[src/rtl/rx_pb_sched_pkg.sv]
// Shared encodings and constants for the RX PB frame sequencer.
package rx_pb_sched_pkg;

  localparam int unsigned LEN16  = 64;
  localparam int unsigned LEN136 = 544;
  localparam int unsigned LEN520 = 2080;
  localparam int unsigned CNT_W  = 12;
  localparam int unsigned PBN_W  = 8;
  localparam int unsigned TO_CYC = 8192;
  localparam int unsigned WD_W   = $clog2(TO_CYC);

  typedef enum logic [1:0] {
    PB16   = 2'b00,
    PB136  = 2'b01,
    PB520  = 2'b10,
    PB_RSV = 2'b11
  } pb_size_e;

  typedef enum logic [1:0] {
    ST_IDLE  = 2'b00,
    ST_LOAD  = 2'b01,
    ST_DRAIN = 2'b10,
    ST_GAP   = 2'b11
  } state_e;

  // Symbols per PB for a size code; the reserved code never reaches this mux.
  function automatic logic [CNT_W-1:0] pb_len(input pb_size_e sz);
    case (sz)
      PB16:    return CNT_W'(LEN16);
      PB136:   return CNT_W'(LEN136);
      default: return CNT_W'(LEN520);
    endcase
  endfunction

endpackage

[src/rtl/rx_pb_sched_wdog.sv]
// Loadable down-counter; expire_c is high while enabled and the count has run out.
module rx_pb_sched_wdog
  import rx_pb_sched_pkg::*;
(
  input  logic            clk,
  input  logic            n_rst,
  input  logic            load_i,
  input  logic            en_i,
  input  logic [WD_W-1:0] val_i,
  output logic            expire_c
);

  logic [WD_W-1:0] cnt_q, cnt_d;

  // Reload takes precedence; counting stops at zero.
  always_comb begin
    cnt_d = cnt_q;
    if (load_i) begin
      cnt_d = val_i;
    end else if (en_i && (cnt_q != '0)) begin
      cnt_d = cnt_q - WD_W'(1);
    end
  end

  assign expire_c = en_i && (cnt_q == '0);

  // Count register.
  always_ff @(posedge clk or negedge n_rst) begin
    if (!n_rst) begin
      cnt_q <= '0;
    end else begin
      cnt_q <= cnt_d;
    end
  end

endmodule

[src/rtl/rx_pb_sched.sv]
// Frame-level sequencer: loads one PB of symbols into the deinterleaver core,
// waits for the core to stream it out, and repeats for every PB of the frame.
module rx_pb_sched
  import rx_pb_sched_pkg::*;
(
  input  logic             clk,
  input  logic             n_rst,
  input  logic             frm_start,
  input  logic [1:0]       frm_pb_size,
  input  logic [PBN_W-1:0] frm_pb_num,
  input  logic             abort,
  input  logic [1:0]       in_data,
  input  logic             in_vld,
  output logic             in_rdy,
  output logic [1:0]       core_pb_size,
  output logic [1:0]       core_din,
  output logic             core_din_vld,
  input  logic             core_dout_vld,
  output logic             pb_done,
  output logic             frm_done,
  output logic             busy,
  output logic             err
);

  state_e           state_q, state_d;
  pb_size_e         size_q, size_d;
  logic [PBN_W-1:0] num_q, num_d;
  logic [PBN_W-1:0] pb_cnt_q, pb_cnt_d;
  logic [CNT_W-1:0] sym_cnt_q, sym_cnt_d;
  logic [CNT_W-1:0] out_cnt_q, out_cnt_d;
  logic             ovf_q, ovf_d;
  logic             dvld_prev_q;
  logic             in_rdy_q, in_rdy_d;
  logic [1:0]       din_q, din_d;
  logic             din_vld_q, din_vld_d;
  logic             pb_done_q, pb_done_d;
  logic             frm_done_q, frm_done_d;
  logic             busy_q, busy_d;
  logic             err_q, err_d;

  logic [CNT_W-1:0] len_c;
  logic             fall_c;
  logic             wd_expire_c;

  assign len_c  = pb_len(size_q);
  assign fall_c = dvld_prev_q & ~core_dout_vld;

  // Watchdog is held loaded through LOAD and runs only in DRAIN.
  rx_pb_sched_wdog u_wdog (
    .clk      (clk),
    .n_rst    (n_rst),
    .load_i   (state_q == ST_LOAD),
    .en_i     (state_q == ST_DRAIN),
    .val_i    (WD_W'(TO_CYC - 1)),
    .expire_c (wd_expire_c)
  );

  // Next-state, counters and registered output values.
  always_comb begin
    state_d    = state_q;
    size_d     = size_q;
    num_d      = num_q;
    pb_cnt_d   = pb_cnt_q;
    sym_cnt_d  = sym_cnt_q;
    out_cnt_d  = out_cnt_q;
    ovf_d      = ovf_q;
    din_d      = din_q;
    din_vld_d  = 1'b0;
    pb_done_d  = 1'b0;
    frm_done_d = 1'b0;
    err_d      = 1'b0;

    case (state_q)
      ST_IDLE: begin
        if (frm_start) begin
          if ((frm_pb_size != PB_RSV) && (frm_pb_num != '0)) begin
            size_d    = pb_size_e'(frm_pb_size);
            num_d     = frm_pb_num;
            pb_cnt_d  = '0;
            sym_cnt_d = '0;
            out_cnt_d = '0;
            ovf_d     = 1'b0;
            state_d   = ST_LOAD;
          end else begin
            err_d = 1'b1;
          end
        end
      end
      ST_LOAD: begin
        if (in_vld && in_rdy_q) begin
          din_d     = in_data;
          din_vld_d = 1'b1;
          if (sym_cnt_q == (len_c - CNT_W'(1))) begin
            sym_cnt_d = '0;
            out_cnt_d = '0;
            ovf_d     = 1'b0;
            state_d   = ST_DRAIN;
          end else begin
            sym_cnt_d = sym_cnt_q + CNT_W'(1);
          end
        end
      end
      ST_DRAIN: begin
        // Saturate at LEN and remember an overlong burst instead of wrapping.
        if (core_dout_vld) begin
          if (out_cnt_q == len_c) begin
            ovf_d = 1'b1;
          end else begin
            out_cnt_d = out_cnt_q + CNT_W'(1);
          end
        end
        if (fall_c) begin
          if ((out_cnt_q == len_c) && !ovf_q) begin
            pb_done_d = 1'b1;
            pb_cnt_d  = pb_cnt_q + PBN_W'(1);
            if (pb_cnt_q == (num_q - PBN_W'(1))) begin
              frm_done_d = 1'b1;
              state_d    = ST_IDLE;
            end else begin
              state_d = ST_GAP;
            end
          end else begin
            err_d   = 1'b1;
            state_d = ST_IDLE;
          end
        end else if (wd_expire_c) begin
          err_d   = 1'b1;
          state_d = ST_IDLE;
        end
      end
      ST_GAP: begin
        sym_cnt_d = '0;
        out_cnt_d = '0;
        ovf_d     = 1'b0;
        state_d   = ST_LOAD;
      end
      default: state_d = ST_IDLE;
    endcase

    if (abort) begin
      state_d    = ST_IDLE;
      err_d      = 1'b1;
      din_vld_d  = 1'b0;
      pb_done_d  = 1'b0;
      frm_done_d = 1'b0;
    end

    in_rdy_d = (state_d == ST_LOAD);
    busy_d   = (state_d != ST_IDLE);
  end

  // State, counters and output registers.
  always_ff @(posedge clk or negedge n_rst) begin
    if (!n_rst) begin
      state_q     <= ST_IDLE;
      size_q      <= PB16;
      num_q       <= '0;
      pb_cnt_q    <= '0;
      sym_cnt_q   <= '0;
      out_cnt_q   <= '0;
      ovf_q       <= 1'b0;
      dvld_prev_q <= 1'b0;
      in_rdy_q    <= 1'b0;
      din_q       <= '0;
      din_vld_q   <= 1'b0;
      pb_done_q   <= 1'b0;
      frm_done_q  <= 1'b0;
      busy_q      <= 1'b0;
      err_q       <= 1'b0;
    end else begin
      state_q     <= state_d;
      size_q      <= size_d;
      num_q       <= num_d;
      pb_cnt_q    <= pb_cnt_d;
      sym_cnt_q   <= sym_cnt_d;
      out_cnt_q   <= out_cnt_d;
      ovf_q       <= ovf_d;
      dvld_prev_q <= core_dout_vld;
      in_rdy_q    <= in_rdy_d;
      din_q       <= din_d;
      din_vld_q   <= din_vld_d;
      pb_done_q   <= pb_done_d;
      frm_done_q  <= frm_done_d;
      busy_q      <= busy_d;
      err_q       <= err_d;
    end
  end

  assign in_rdy       = in_rdy_q;
  assign core_pb_size = size_q;
  assign core_din     = din_q;
  assign core_din_vld = din_vld_q;
  assign pb_done      = pb_done_q;
  assign frm_done     = frm_done_q;
  assign busy         = busy_q;
  assign err          = err_q;

endmodule

[config.mk]
export PLATFORM = sky130hd
export DESIGN_NAME = rx_pb_sched
export DESIGN_NICKNAME = d
export VERILOG_FILES = /design/src/rtl/rx_pb_sched_pkg.sv /design/src/rtl/rx_pb_sched_wdog.sv /design/src/rtl/rx_pb_sched.sv
export SDC_FILE = /design/constraint.sdc
export NUM_CORES = 1
export LEC_CHECK = 0
export CORE_UTILIZATION = 59
export CTS_CLUSTER_DIAMETER = 60
export CTS_CLUSTER_SIZE = 16
export DETAILED_ROUTE_END_ITERATION = 8
export PLACE_DENSITY = 0.8
export SYNTH_ARGS = -nofsm -noshare
export SYNTH_HDL_FRONTEND = slang
export SYNTH_HIERARCHICAL = 1
export SYNTH_SLANG_ARGS = --single-unit
export TNS_END_PERCENT = 1
[constraint.sdc]
create_clock -name clk -period 2.4 [get_ports clk]
set_input_delay 0.6 -clock clk [delete_from_list [all_inputs] [get_ports clk]]
set_output_delay 0.6 -clock clk [all_outputs]
set_load 0.05 [all_outputs]
# Word-level counts from Yosys, hierarchy flattened
# Index checks and enable logic that the tools add are counted.
dict set report classes {
  addsub 6
  eq_ne 18
  muxes 54
  bitwise 2
  reduce_logical 21
}
# operator n
set op_table {}
lappend op_table {{$mux W12} 8}
lappend op_table {{$pmux W12 S4} 1}
lappend op_table {{$pmux W12 S3} 1}
lappend op_table {{$mux W8} 4}
lappend op_table {{$mux W13} 2}
lappend op_table {{$add A12 B1 Y12 const B} 2}
lappend op_table {{$eq A12 B12 Y1} 2}
lappend op_table {{$mux W1} 24}
lappend op_table {{$pmux W12 S2} 1}
lappend op_table {{$ne A2 B2 Y1 const B} 10}
lappend op_table {{$mux W2} 9}
lappend op_table {{$pmux W8 S2} 1}
lappend op_table {{$logic_not A13 Y1} 1}
lappend op_table {{$reduce_bool A13 Y1} 1}
lappend op_table {{$sub A13 B1 Y13 const B} 1}
lappend op_table {{$reduce_and A6 Y1} 2}
lappend op_table {{$sub A12 B1 Y12 const B} 1}
lappend op_table {{$add A8 B1 Y8 const B} 1}
lappend op_table {{$eq A8 B8 Y1} 1}
lappend op_table {{$pmux W2 S4} 1}
lappend op_table {{$reduce_bool A8 Y1} 1}
lappend op_table {{$sub A8 B1 Y8 const B} 1}
lappend op_table {{$eq A2 B1 Y1 const B} 3}
lappend op_table {{$reduce_bool A2 Y1} 3}
lappend op_table {{other kinds (13)} 19}
dict set report totals {
  register_bits 67
}

# Longest topological paths before layout
# Gate-level depths: netlist of run 1.
dict set report logic_depth {
  word_depth 9
  mapped_depth 9
  ltp_nobuf 8
}

# By module
# The synthesis of run 1 kept the hierarchy.
# module instances cells_each area_per_inst_um2 seq_area_each_um2
set modules_own_cells {}
lappend modules_own_cells {rx_pb_sched 1 332 3034.2 1351.3}
lappend modules_own_cells {rx_pb_sched_wdog 1 93 828.3 325.3}

# Least setup slack after synthesis of run 1
# OpenSTA, ideal clock, no wires.
dict set report synth_timing {
  path_kind {register -> register}
  startpoint {register size_q[1], in the netlist core_pb_size[1]}
  endpoint {register out_cnt_q[10]}
  setup_time_ns 0.136
  arrival_time_ns 2.252
  slack_ns 0.012
  path_stages_with_launch 8
  n_path_buf 1
  period_less_slack_ns 2.388
  cell_sequence {dfrtp_1 buf_6 and4b_1 nor3_1 o211ai_2 a21o_1 o311ai_1 o41ai_1}
}
dict set report synth_via {
  elab_chain_len 6
  word_cells_on_any_way 9
}
# element line_no
set synth_lines {}
lappend synth_lines {{start: declaration} rx_pb_sched.sv:26} ;# pb_size_e size_q, size_d;
lappend synth_lines {{start signal: assignment} rx_pb_sched.sv:172} ;# size_q <= size_d;
lappend synth_lines {{$eq A2 B1 Y1 or $logic_not A2 Y1 (tied branches)} rx_pb_sched_pkg.sv:28} ;# case (sz)
lappend synth_lines {{$pmux W12 S2 (*)} rx_pb_sched_pkg.sv:28}
lappend synth_lines {{$sub A12 B1 Y12} rx_pb_sched.sv:93} ;# if (sym_cnt_q == (len_c - CNT_W'(1))) begin
lappend synth_lines {{$eq A12 B12 Y1} rx_pb_sched.sv:93}
lappend synth_lines {{$ne A2 B2 Y1 (no source line)} --}
lappend synth_lines {{$reduce_and A6 Y1 (no source line) (*)} --}
lappend synth_lines {{end signal: assignment} rx_pb_sched.sv:176} ;# out_cnt_q <= out_cnt_d;
lappend synth_lines {{end: declaration} rx_pb_sched.sv:30} ;# logic [CNT_W-1:0] out_cnt_q, out_cnt_d;
# Every way passes the cells marked *; elsewhere a longest branch is shown, timed or not.
# A chain may end at the register's enable or synchronous reset.

# Final worst setup path of run 1
dict set report layout_timing {
  startpoint {input frm_start}
  endpoint {register out_cnt_q[9]}
}
dict set report layout_via {
  elab_chain_len 2
}
# element line_no
set layout_lines {}
lappend layout_lines {{start: declaration} rx_pb_sched.sv:8} ;# input logic frm_start,
lappend layout_lines {{$ne A2 B2 Y1 (no source line)} --}
lappend layout_lines {{$reduce_and A6 Y1 (no source line)} --}
# Every way passes these cells.

==> results_tabular.tex, run 1 <==
\begin{tabular}{lr}
\hline
Metric & Value \\
\hline
\multicolumn{2}{l}{\textbf{Status}} \\
Run status & completed \\
\multicolumn{2}{l}{\textbf{Synthesis}} \\
Cell count after synthesis & 425 \\
Portion of the post-synthesis area used by sequential elements & 43.41\% \\
Mapped cell area & 3862 um\^{}2 \\
Yosys cell types & 68 \\
Count of flip-flops with a built-in enable after synthesis & 0 \\
Main flop type after synthesis & sky130\_fd\_sc\_hd\_\_dfrtp\_1 \\
FFs w/ async S/R, synth & 100.0\% \\
Avg Inst Size Synth & 9.088 um\^{}2 \\
Warnings, synthesis & 6 \\
Number of register bits inferred by synthesis & 67 \\
\multicolumn{2}{l}{\textbf{Global route}} \\
Largest net degree at the start of global routing & 68 \\
Number of antenna violations at the first check in global routing & 0 \\
First-pass GRT wire length & 15.00 mm \\
Via count of the first global-routing pass & 3,301 \\
Overflow left after global routing & 0 \\
GR Util All Layers & 26.86\% \\
\multicolumn{2}{l}{\textbf{Worst setup path}} \\
Destination of the worst register-to-register timing path & out\_cnt\_q[10] \\
Critical Path Start Type & input pin \\
Setup crit end kind & flop \\
Start point of the critical path & frm\_start \\
Arrival @ worst endpoint & 2.58 ns \\
Most frequent cell on the critical path & sky130\_fd\_sc\_hd\_\_nor2\_2 \\
Reg-to-reg critical path startpoint & core\_pb\_size[0] \\
Delay contributed by the slowest stage of the critical path & 0.48 ns \\
Top fanout value on the critical path & 5 \\
Slack of the worst reg-to-reg path & 0.10 ns \\
Critical path, cell by cell & clkdlybuf4s50\_1 > or3b\_4 > a221oi\_2 > nor2\_2 > buf\_4 > a2111oi\_4 > xnor2\_1 > nor2\_2 \\
Worst setup path category & in -> reg \\
Number of cells on the worst reg-to-reg path & 6 \\
Endpoint of the most critical setup path & out\_cnt\_q[9] \\
Data required time of the worst path & 2.65 ns \\
Slowest stage cell on the critical path & sky130\_fd\_sc\_hd\_\_clkdlybuf4s50\_1 \\
\multicolumn{2}{l}{\textbf{Placed design}} \\
Final GP Congestion & 0.8413 \\
Cell count after placement & 553 \\
Number of port buffers & 27 \\
Final HPWL from detailed placement & 6.301 mm \\
\multicolumn{2}{l}{\textbf{CTS}} \\
TritonCTS clock tree & built \\
Clock transition at the registers of the reported paths & 0.07 ns \\
H-Tree Depth & 3 \\
Clock root buffer & sky130\_fd\_sc\_hd\_\_clkbuf\_8 \\
Total clock sinks & 67 \\
Count of hold buffers inserted by post-cts repair & 0 \\
Worst-skew pair later-pin latency & 0.35 ns \\
Number of buffers on the longest clock path & 2 \\
Num CTS Buffers & 9 \\
\multicolumn{2}{l}{\textbf{Floorplan}} \\
Starting density of the core & 60.83\% \\
Die outline area & 6874 um\^{}2 \\
Die height & 82.91 um \\
Chip Width & 82.91 um \\
Core Rows & 29 \\
I/O pin total & 28 \\
CORE AREA & 6350 um\^{}2 \\
\multicolumn{2}{l}{\textbf{Detailed routing}} \\
Iteration-0 DRC Markers & 208 \\
Met3 wire length & 355 um \\
Met1 routed wirelength after detailed routing & 3.971 mm \\
Total wirelength of the detailed-routed design & 8.942 mm \\
Final routed wire length divided by cell count & 15.72 um \\
DRC violation count after routing & 0 \\
DR vias & 3,479 \\
Post-detailed-route count of antenna-violating nets & 0 \\
Top Metal Used & met4 \\
Met2 wire length & 4.359 mm \\
First-pass iteration count of the detailed router & 5 \\
Via/cell ratio & 6.114 \\
\multicolumn{2}{l}{\textbf{Timing}} \\
Clock period minus worst slack & 2.332 ns \\
Unrepaired setup endpoints after global routing & yes \\
Headroom to the max-slew limit & 62.67\% \\
Hold Fails Final Rpt & 0 \\
Transition time at the pin with the least slew margin & 0.5548 ns \\
Ratio of final minimum period to clock period & 97.16\% \\
Setup-violating endpoint count in the final report & 0 \\
Smallest hold slack & 0.2591 ns \\
Setup clock skew after layout & 0.007414 ns \\
Final number of max-transition violations & 0 \\
Fmax & 428.8 MHz \\
\multicolumn{2}{l}{\textbf{Run}} \\
Number of max-capacitance violations reported & 0 \\
\multicolumn{2}{l}{\textbf{Cells and area}} \\
Layout cells sized above 1 & 15.65\% \\
Count of placed standard cells in the final layout, fillers left out & 569 \\
Total number of nets in the final design & 512 \\
Synthesis-to-finish area growth & 22.09\% \\
Area used by multi-input combinational logic & 2167 um\^{}2 \\
Flip-flop and latch area & 1678 um\^{}2 \\
Number of inserted filler cells in the final layout & 437 \\
Antenna diode count & 0 \\
\multicolumn{2}{l}{\textbf{Min path}} \\
Type of the most critical hold path & in -> async \\
\multicolumn{2}{l}{\textbf{Power and ir drop}} \\
Peak VDD IR & 0.4826 mV \\
Total power per unit cell area & 648.6 nW/um\^{}2 \\
Static leakage power & 1.984 nW \\
Total power after layout & 0.003059 W \\
\hline
\end{tabular}
-- logic make-up after synthesis --
logic type,synth area share (%)
other,0.09709
muxes,0.8746
adders and majority gates,2.267
DFF,43.41
AOI/OAI and AO/OA,16.72
buffers and inverters,3.434
xor gates and xnor gates,7.710
and+or+nand+nor,25.49
-- cell usage after synthesis (2+ instances only) --
master                       n  area share, %
sky130_fd_sc_hd__o31ai_1     4           0.78
sky130_fd_sc_hd__nand2b_1    6           0.97
sky130_fd_sc_hd__a21oi_1     7           0.91
sky130_fd_sc_hd__inv_1      15            1.5
sky130_fd_sc_hd__a311oi_1    3           0.68
sky130_fd_sc_hd__a21o_1      3           0.58
sky130_fd_sc_hd__a221oi_1    2           0.45
sky130_fd_sc_hd__and2_1      2           0.32
sky130_fd_sc_hd__or3_1       4           0.65
sky130_fd_sc_hd__o21ai_1    18            2.3
sky130_fd_sc_hd__ha_1        7            2.3
sky130_fd_sc_hd__dfrtp_1    67             43
sky130_fd_sc_hd__nand4_1    12            1.9
sky130_fd_sc_hd__a32o_1      3           0.78
sky130_fd_sc_hd__nand2_1    61            5.9
sky130_fd_sc_hd__a31o_1      2           0.45
sky130_fd_sc_hd__or4_1       4           0.78
sky130_fd_sc_hd__nor4_1     10            1.6
sky130_fd_sc_hd__a2111oi_2   3            1.2
sky130_fd_sc_hd__xnor2_1    24            5.4
sky130_fd_sc_hd__buf_2       4           0.52
sky130_fd_sc_hd__nor4b_1     4           0.91
sky130_fd_sc_hd__nor2_1     40            3.9
sky130_fd_sc_hd__xor2_1     10            2.3
sky130_fd_sc_hd__nor2_2      5           0.81
sky130_fd_sc_hd__and3_1      7            1.1
sky130_fd_sc_hd__a31oi_1    10            1.6
sky130_fd_sc_hd__o31a_1      2           0.45
sky130_fd_sc_hd__o21ai_0    12            1.6
sky130_fd_sc_hd__nand3_1    12            1.6
sky130_fd_sc_hd__a211oi_1    5           0.97
sky130_fd_sc_hd__nor3_1      9            1.2
sky130_fd_sc_hd__mux2_2      2           0.58
sky130_fd_sc_hd__nor3_2      2           0.52
sky130_fd_sc_hd__a22o_1      2           0.45
sky130_fd_sc_hd__clkbuf_1   10           0.97
-- layout by cell type, fill, tap and decap left out, types with 8 or more instances in the layout --
cell type                         count
sky130_fd_sc_hd__nor2_1              40
sky130_fd_sc_hd__nand4_1             12
sky130_fd_sc_hd__nor3_1               8
sky130_fd_sc_hd__conb_1              13
sky130_fd_sc_hd__o21ai_1             18
sky130_fd_sc_hd__nor4_1               9
sky130_fd_sc_hd__dfrtp_1             66
sky130_fd_sc_hd__inv_1               15
sky130_fd_sc_hd__nand3_1             12
sky130_fd_sc_hd__xnor2_1             24
sky130_fd_sc_hd__xor2_1              10
sky130_fd_sc_hd__a31oi_1             10
sky130_fd_sc_hd__nand2_1             61
sky130_fd_sc_hd__clkbuf_8             9
sky130_fd_sc_hd__clkdlybuf4s50_1     25
sky130_fd_sc_hd__o21ai_0             12
sky130_fd_sc_hd__buf_4               27
-- report_power, final --
part           internal (W)  leakage (nW)  total, W  switching (W)
Combinational      0.000289          1.01  0.000670       0.000381
Sequential          0.00123         0.874   0.00136       0.000129
Clock              0.000580         0.101   0.00103       0.000449
Total               0.00210          1.98   0.00306       0.000959
-- routing by layer --
layer  vias to the layer above  track usage (%)
met1                      1702            35.20
met5                         -                0
met2                        95            43.74
li1                       1654                -
met3                        28            4.175
met4                         0            12.85
-- how the worst min path moves through the flow --
| stage | from | endpoint | slack [ns] | cells past startpoint |
|---|---|---|---|---|
| final | n_rst | num_q[0] | 0.26 | 2 |
| after global routing | n_rst | num_q[0] | 0.30 | 2 |
| after CTS | n_rst | num_q[0] | 0.28 | 2 |
| after detailed placement | ovf_q | ovf_q | 0.49 | 2 |
| after global placement | ovf_q | ovf_q | 0.48 | 2 |
| after floorplan | n_rst | busy | 0.30 | 0 |
-- layout make-up --
type | count | area share [%]
Clock buffer | 9 | 2.627
Clock inverter | 7 | 1.963
Inverter | 16 | 1.274
Multi-Input combinational cell | 338 | 45.95
Sequential cell | 67 | 35.58
Tap cell | 77 | 2.043
Timing Repair Buffer | 55 | 10.56
-- registers in the layout, indices dropped and copies added, names as in the netlist, 2 cells and up --
signal,cells
sym_cnt_q,12
core_pb_size,2
out_cnt_q,12
core_din,2
u_wdog/cnt_q,13
num_q,8
state_q,2
pb_cnt_q,8
-- what timing repair did --
action	in CTS	in global routing
setup buffers	0	0
resized for setup	0	10
endpoints found under the setup margin	0	17
-- metrics by stage --
| step | TNS [ns] | setup WS [ns] | utilization (%) | area (um^2) |
|---|---|---|---|---|
| floorplan | 0 | 0.01247 | - | 3908 |
| global placement | -4.715 | -0.3064 | 69.85 | 4436 |
| detailed placement | -6.108 | -0.3745 | 69.85 | 4436 |
| CTS | 0 | 0.001462 | 73.26 | 4652 |
| global route | -0.09813 | -0.04388 | 74.27 | 4716 |
| finish | 0 | 0.06816 | 74.27 | 4716 |
-- critical path: cells and delay by family --
family	cells	cell delay, ns
xor gates and xnor gates	1	0.19
AOI/OAI and AO/OA	2	0.56
and+or+nand+nor	3	0.55
buffers and inverters	2	0.66
(Power assumes the default switching activity.)
==> run 2, diff against run 1 <==
- RECOVER_POWER: not set -> 100
==> run 2 against run 1 <==
  * Hold slack better by 0.24 ns
  * Via count down 0.43%
  * Total power down 0.27%
  * Global-route usage unchanged
  * Sequential cell count unchanged
  * Worst setup slack worse by 0.0066 ns
  * The flow now finishes with violations (capacitance limit, slew limit)
  * First-iteration DRC count down 13%
  * Clock skew down 0.0019 ns
==> results_tabular.tex, run 2 (synthesis gave the netlist of run 1 again) <==
\begin{tabular}{lr}
\hline
Metric & Value \\
\hline
\multicolumn{2}{l}{\textbf{Min path}} \\
Hold path depth & 2 \\
Terminating pin of the worst hold path & ovf\_q \\
Type of the most critical hold path & reg -> reg \\
Start point of the worst min-delay path & ovf\_q \\
\multicolumn{2}{l}{\textbf{CTS}} \\
Worst-skew pair later-pin latency & 0.35 ns \\
H-Tree Depth & 3 \\
Number of buffers on the longest clock path & 2 \\
Total clock sinks & 67 \\
Count of hold buffers inserted by post-cts repair & 0 \\
Clock root buffer & sky130\_fd\_sc\_hd\_\_clkbuf\_8 \\
Number of buffers added for setup after CTS & 0 \\
Num CTS Buffers & 9 \\
Clock transition at the registers of the reported paths & 0.08 ns \\
TritonCTS clock tree & built \\
\multicolumn{2}{l}{\textbf{Detailed routing}} \\
Total wirelength of the detailed-routed design & 8.952 mm \\
Via/cell ratio & 6.088 \\
First-pass iteration count of the detailed router & 5 \\
Post-detailed-route count of antenna-violating nets & 0 \\
Iteration-0 DRC Markers & 180 \\
DR vias & 3,464 \\
Final routed wire length divided by cell count & 15.73 um \\
DRC violation count after routing & 0 \\
\multicolumn{2}{l}{\textbf{Floorplan}} \\
I/O pin total & 28 \\
Starting density of the core & 60.83\% \\
Die height & 82.91 um \\
Core Rows & 29 \\
Die outline area & 6874 um\^{}2 \\
Chip Width & 82.91 um \\
CORE AREA & 6350 um\^{}2 \\
\multicolumn{2}{l}{\textbf{Worst setup path}} \\
Critical Path Start Type & input pin \\
Slack of the worst reg-to-reg path & 0.08 ns \\
Worst setup path category & in -> reg \\
Top fanout value on the critical path & 5 \\
Setup crit end kind & flop \\
Arrival @ worst endpoint & 2.58 ns \\
Destination of the worst register-to-register timing path & out\_cnt\_q[0] \\
Reg-to-reg critical path startpoint & out\_cnt\_q[1] \\
Number of cells on the worst reg-to-reg path & 7 \\
Data required time of the worst path & 2.64 ns \\
\multicolumn{2}{l}{\textbf{Placed design}} \\
Final HPWL from detailed placement & 6.301 mm \\
Number of port buffers & 27 \\
Final GP Congestion & 0.8413 \\
Worst Setup Slack post-DPL & -0.3745 ns \\
Cell count after placement & 553 \\
\multicolumn{2}{l}{\textbf{Cells and area}} \\
Antenna diode count & 0 \\
Largest registers & u\_wdog/cnt\_q: 13 flops, out\_cnt\_q: 12 flops, sym\_cnt\_q: 12 flops \\
Largest register by flop count & u\_wdog/cnt\_q \\
Count of placed standard cells in the final layout, fillers left out & 569 \\
Layout cells sized above 1 & 14.84\% \\
Top library cells by usage in the layout, fill and taps aside & sky130\_fd\_sc\_hd\_\_dfrtp\_1, sky130\_fd\_sc\_hd\_\_nand2\_1, sky130\_fd\_sc\_hd\_\_nor2\_1 \\
Max reg flops & 13 \\
Total number of nets in the final design & 512 \\
Commonest non-fill, non-tap cell in the layout & sky130\_fd\_sc\_hd\_\_dfrtp\_1 \\
Synthesis-to-finish area growth & 21.32\% \\
\multicolumn{2}{l}{\textbf{Timing}} \\
Ratio of final minimum period to clock period & 97.44\% \\
Setup-violating endpoint count in the final report & 0 \\
Transition time at the pin with the least slew margin & 1.642 ns \\
Unrepaired setup endpoints after global routing & yes \\
Hold Fails Final Rpt & 0 \\
Clock period minus worst slack & 2.338 ns \\
Fmax & 427.6 MHz \\
Headroom to the max-slew limit & -9.467\% \\
Final number of max-transition violations & 68 \\
Smallest hold slack & 0.5035 ns \\
Setup clock skew after layout & 0.005501 ns \\
Crit path setup slack, layout & 0.06151 ns \\
\multicolumn{2}{l}{\textbf{Run}} \\
Number of max-capacitance violations reported & 1 \\
\multicolumn{2}{l}{\textbf{Power and ir drop}} \\
Peak VDD IR & 0.4818 mV \\
Sw Ratio & 31.40\% \\
Internal power & 0.002093 W \\
Net switching power & 0.0009578 W \\
Combinational Power Share & 21.7\% \\
Total power after layout & 0.003051 W \\
Sequential Power Share & 44.6\% \\
Static leakage power & 1.963 nW \\
Portion of total power attributed to the clock network & 33.7\% \\
Total power per unit cell area & 651.0 nW/um\^{}2 \\
\multicolumn{2}{l}{\textbf{Global route}} \\
Number of antenna violations at the first check in global routing & 0 \\
Overflow left after global routing & 0 \\
GR Util All Layers & 26.86\% \\
Largest net degree at the start of global routing & 68 \\
First-pass GRT wire length & 15.00 mm \\
Via count of the first global-routing pass & 3,301 \\
\multicolumn{2}{l}{\textbf{Status}} \\
Run status & finished with violations \\
Violations in the final reports & capacitance limit, slew limit \\
\hline
\end{tabular}
## run 2: cell types whose count changed in the layout (fill, tap and decap cells not counted), sizes merged
cell	previous run	this run
buf	30	25
clkbuf	9	14
## run 2: final cells by class
cell class,count,area [um^2]
clock inverter,7,92.59
inverter,16,60.06
multi-input combinational,338,2167
fill,443,1664
clock buffer,9,123.9
sequential,67,1678
tap,77,96.34
timing repair buffer,55,467.9
## run 2: what timing repair did
item,CTS,global route
endpoints found under the setup margin,0,17
hold endpoints to repair,0,0
gates resized for setup,0,10
## run 2: per-layer routing
metal | vias to the layer above | wire length (um) | share of wire (%) | GRT usage [%]
met5 | - | 0 | 0 | 0
met4 | 0 | 240 | 2.7 | 12.85
met3 | 24 | 392 | 4.4 | 4.175
met2 | 91 | 4381 | 49 | 43.74
met1 | 1695 | 3937 | 44 | 35.20
li1 | 1654 | - | - | -
## run 2: per-stage QoR
step                      area, um^2   TNS, ns  util [%]
final                           4686         0     73.79
after global routing            4686  -0.09813     73.79
after CTS                       4652         0     73.26
after detailed placement        4436    -6.108     69.85
after global placement          4436    -4.715     69.85
after floorplan                 3908         0         -
## run 2: how the worst max path moves through the flow
stage / startpoint / endpoint / cells past startpoint
2_1_floorplan: core_pb_size[1] / out_cnt_q[10] / 7
3_3_place_gp: frm_start / sym_cnt_q[3] / 8
3_5_place_dp: frm_start / sym_cnt_q[3] / 8
4_1_cts: frm_start / out_cnt_q[9] / 8
5_1_grt: frm_start / sym_cnt_q[3] / 8
6_report: frm_start / out_cnt_q[9] / 8
## run 2: critical path: stages
cell	delay (ns)
sky130_fd_sc_hd__clkdlybuf4s50_1	0.49
sky130_fd_sc_hd__or3b_4	0.40
sky130_fd_sc_hd__a221oi_2	0.23
sky130_fd_sc_hd__nor2_2	0.12
sky130_fd_sc_hd__buf_4	0.18
sky130_fd_sc_hd__a2111oi_4	0.33
sky130_fd_sc_hd__xnor2_1	0.19
sky130_fd_sc_hd__nor2_2	0.04
## run 2: power groups by stage
stage / Combinational, W / Sequential, W / Clock (W)
3_5_place_dp: 0.000656 / 0.00138 / 0
3_3_place_gp: 0.000637 / 0.00137 / 0
6_report: 0.000663 / 0.00136 / 0.00103
2_1_floorplan: 0.000371 / 0.00142 / 0
5_1_grt: 0.000722 / 0.00138 / 0.00109
4_1_cts: 0.000660 / 0.00136 / 0.00104
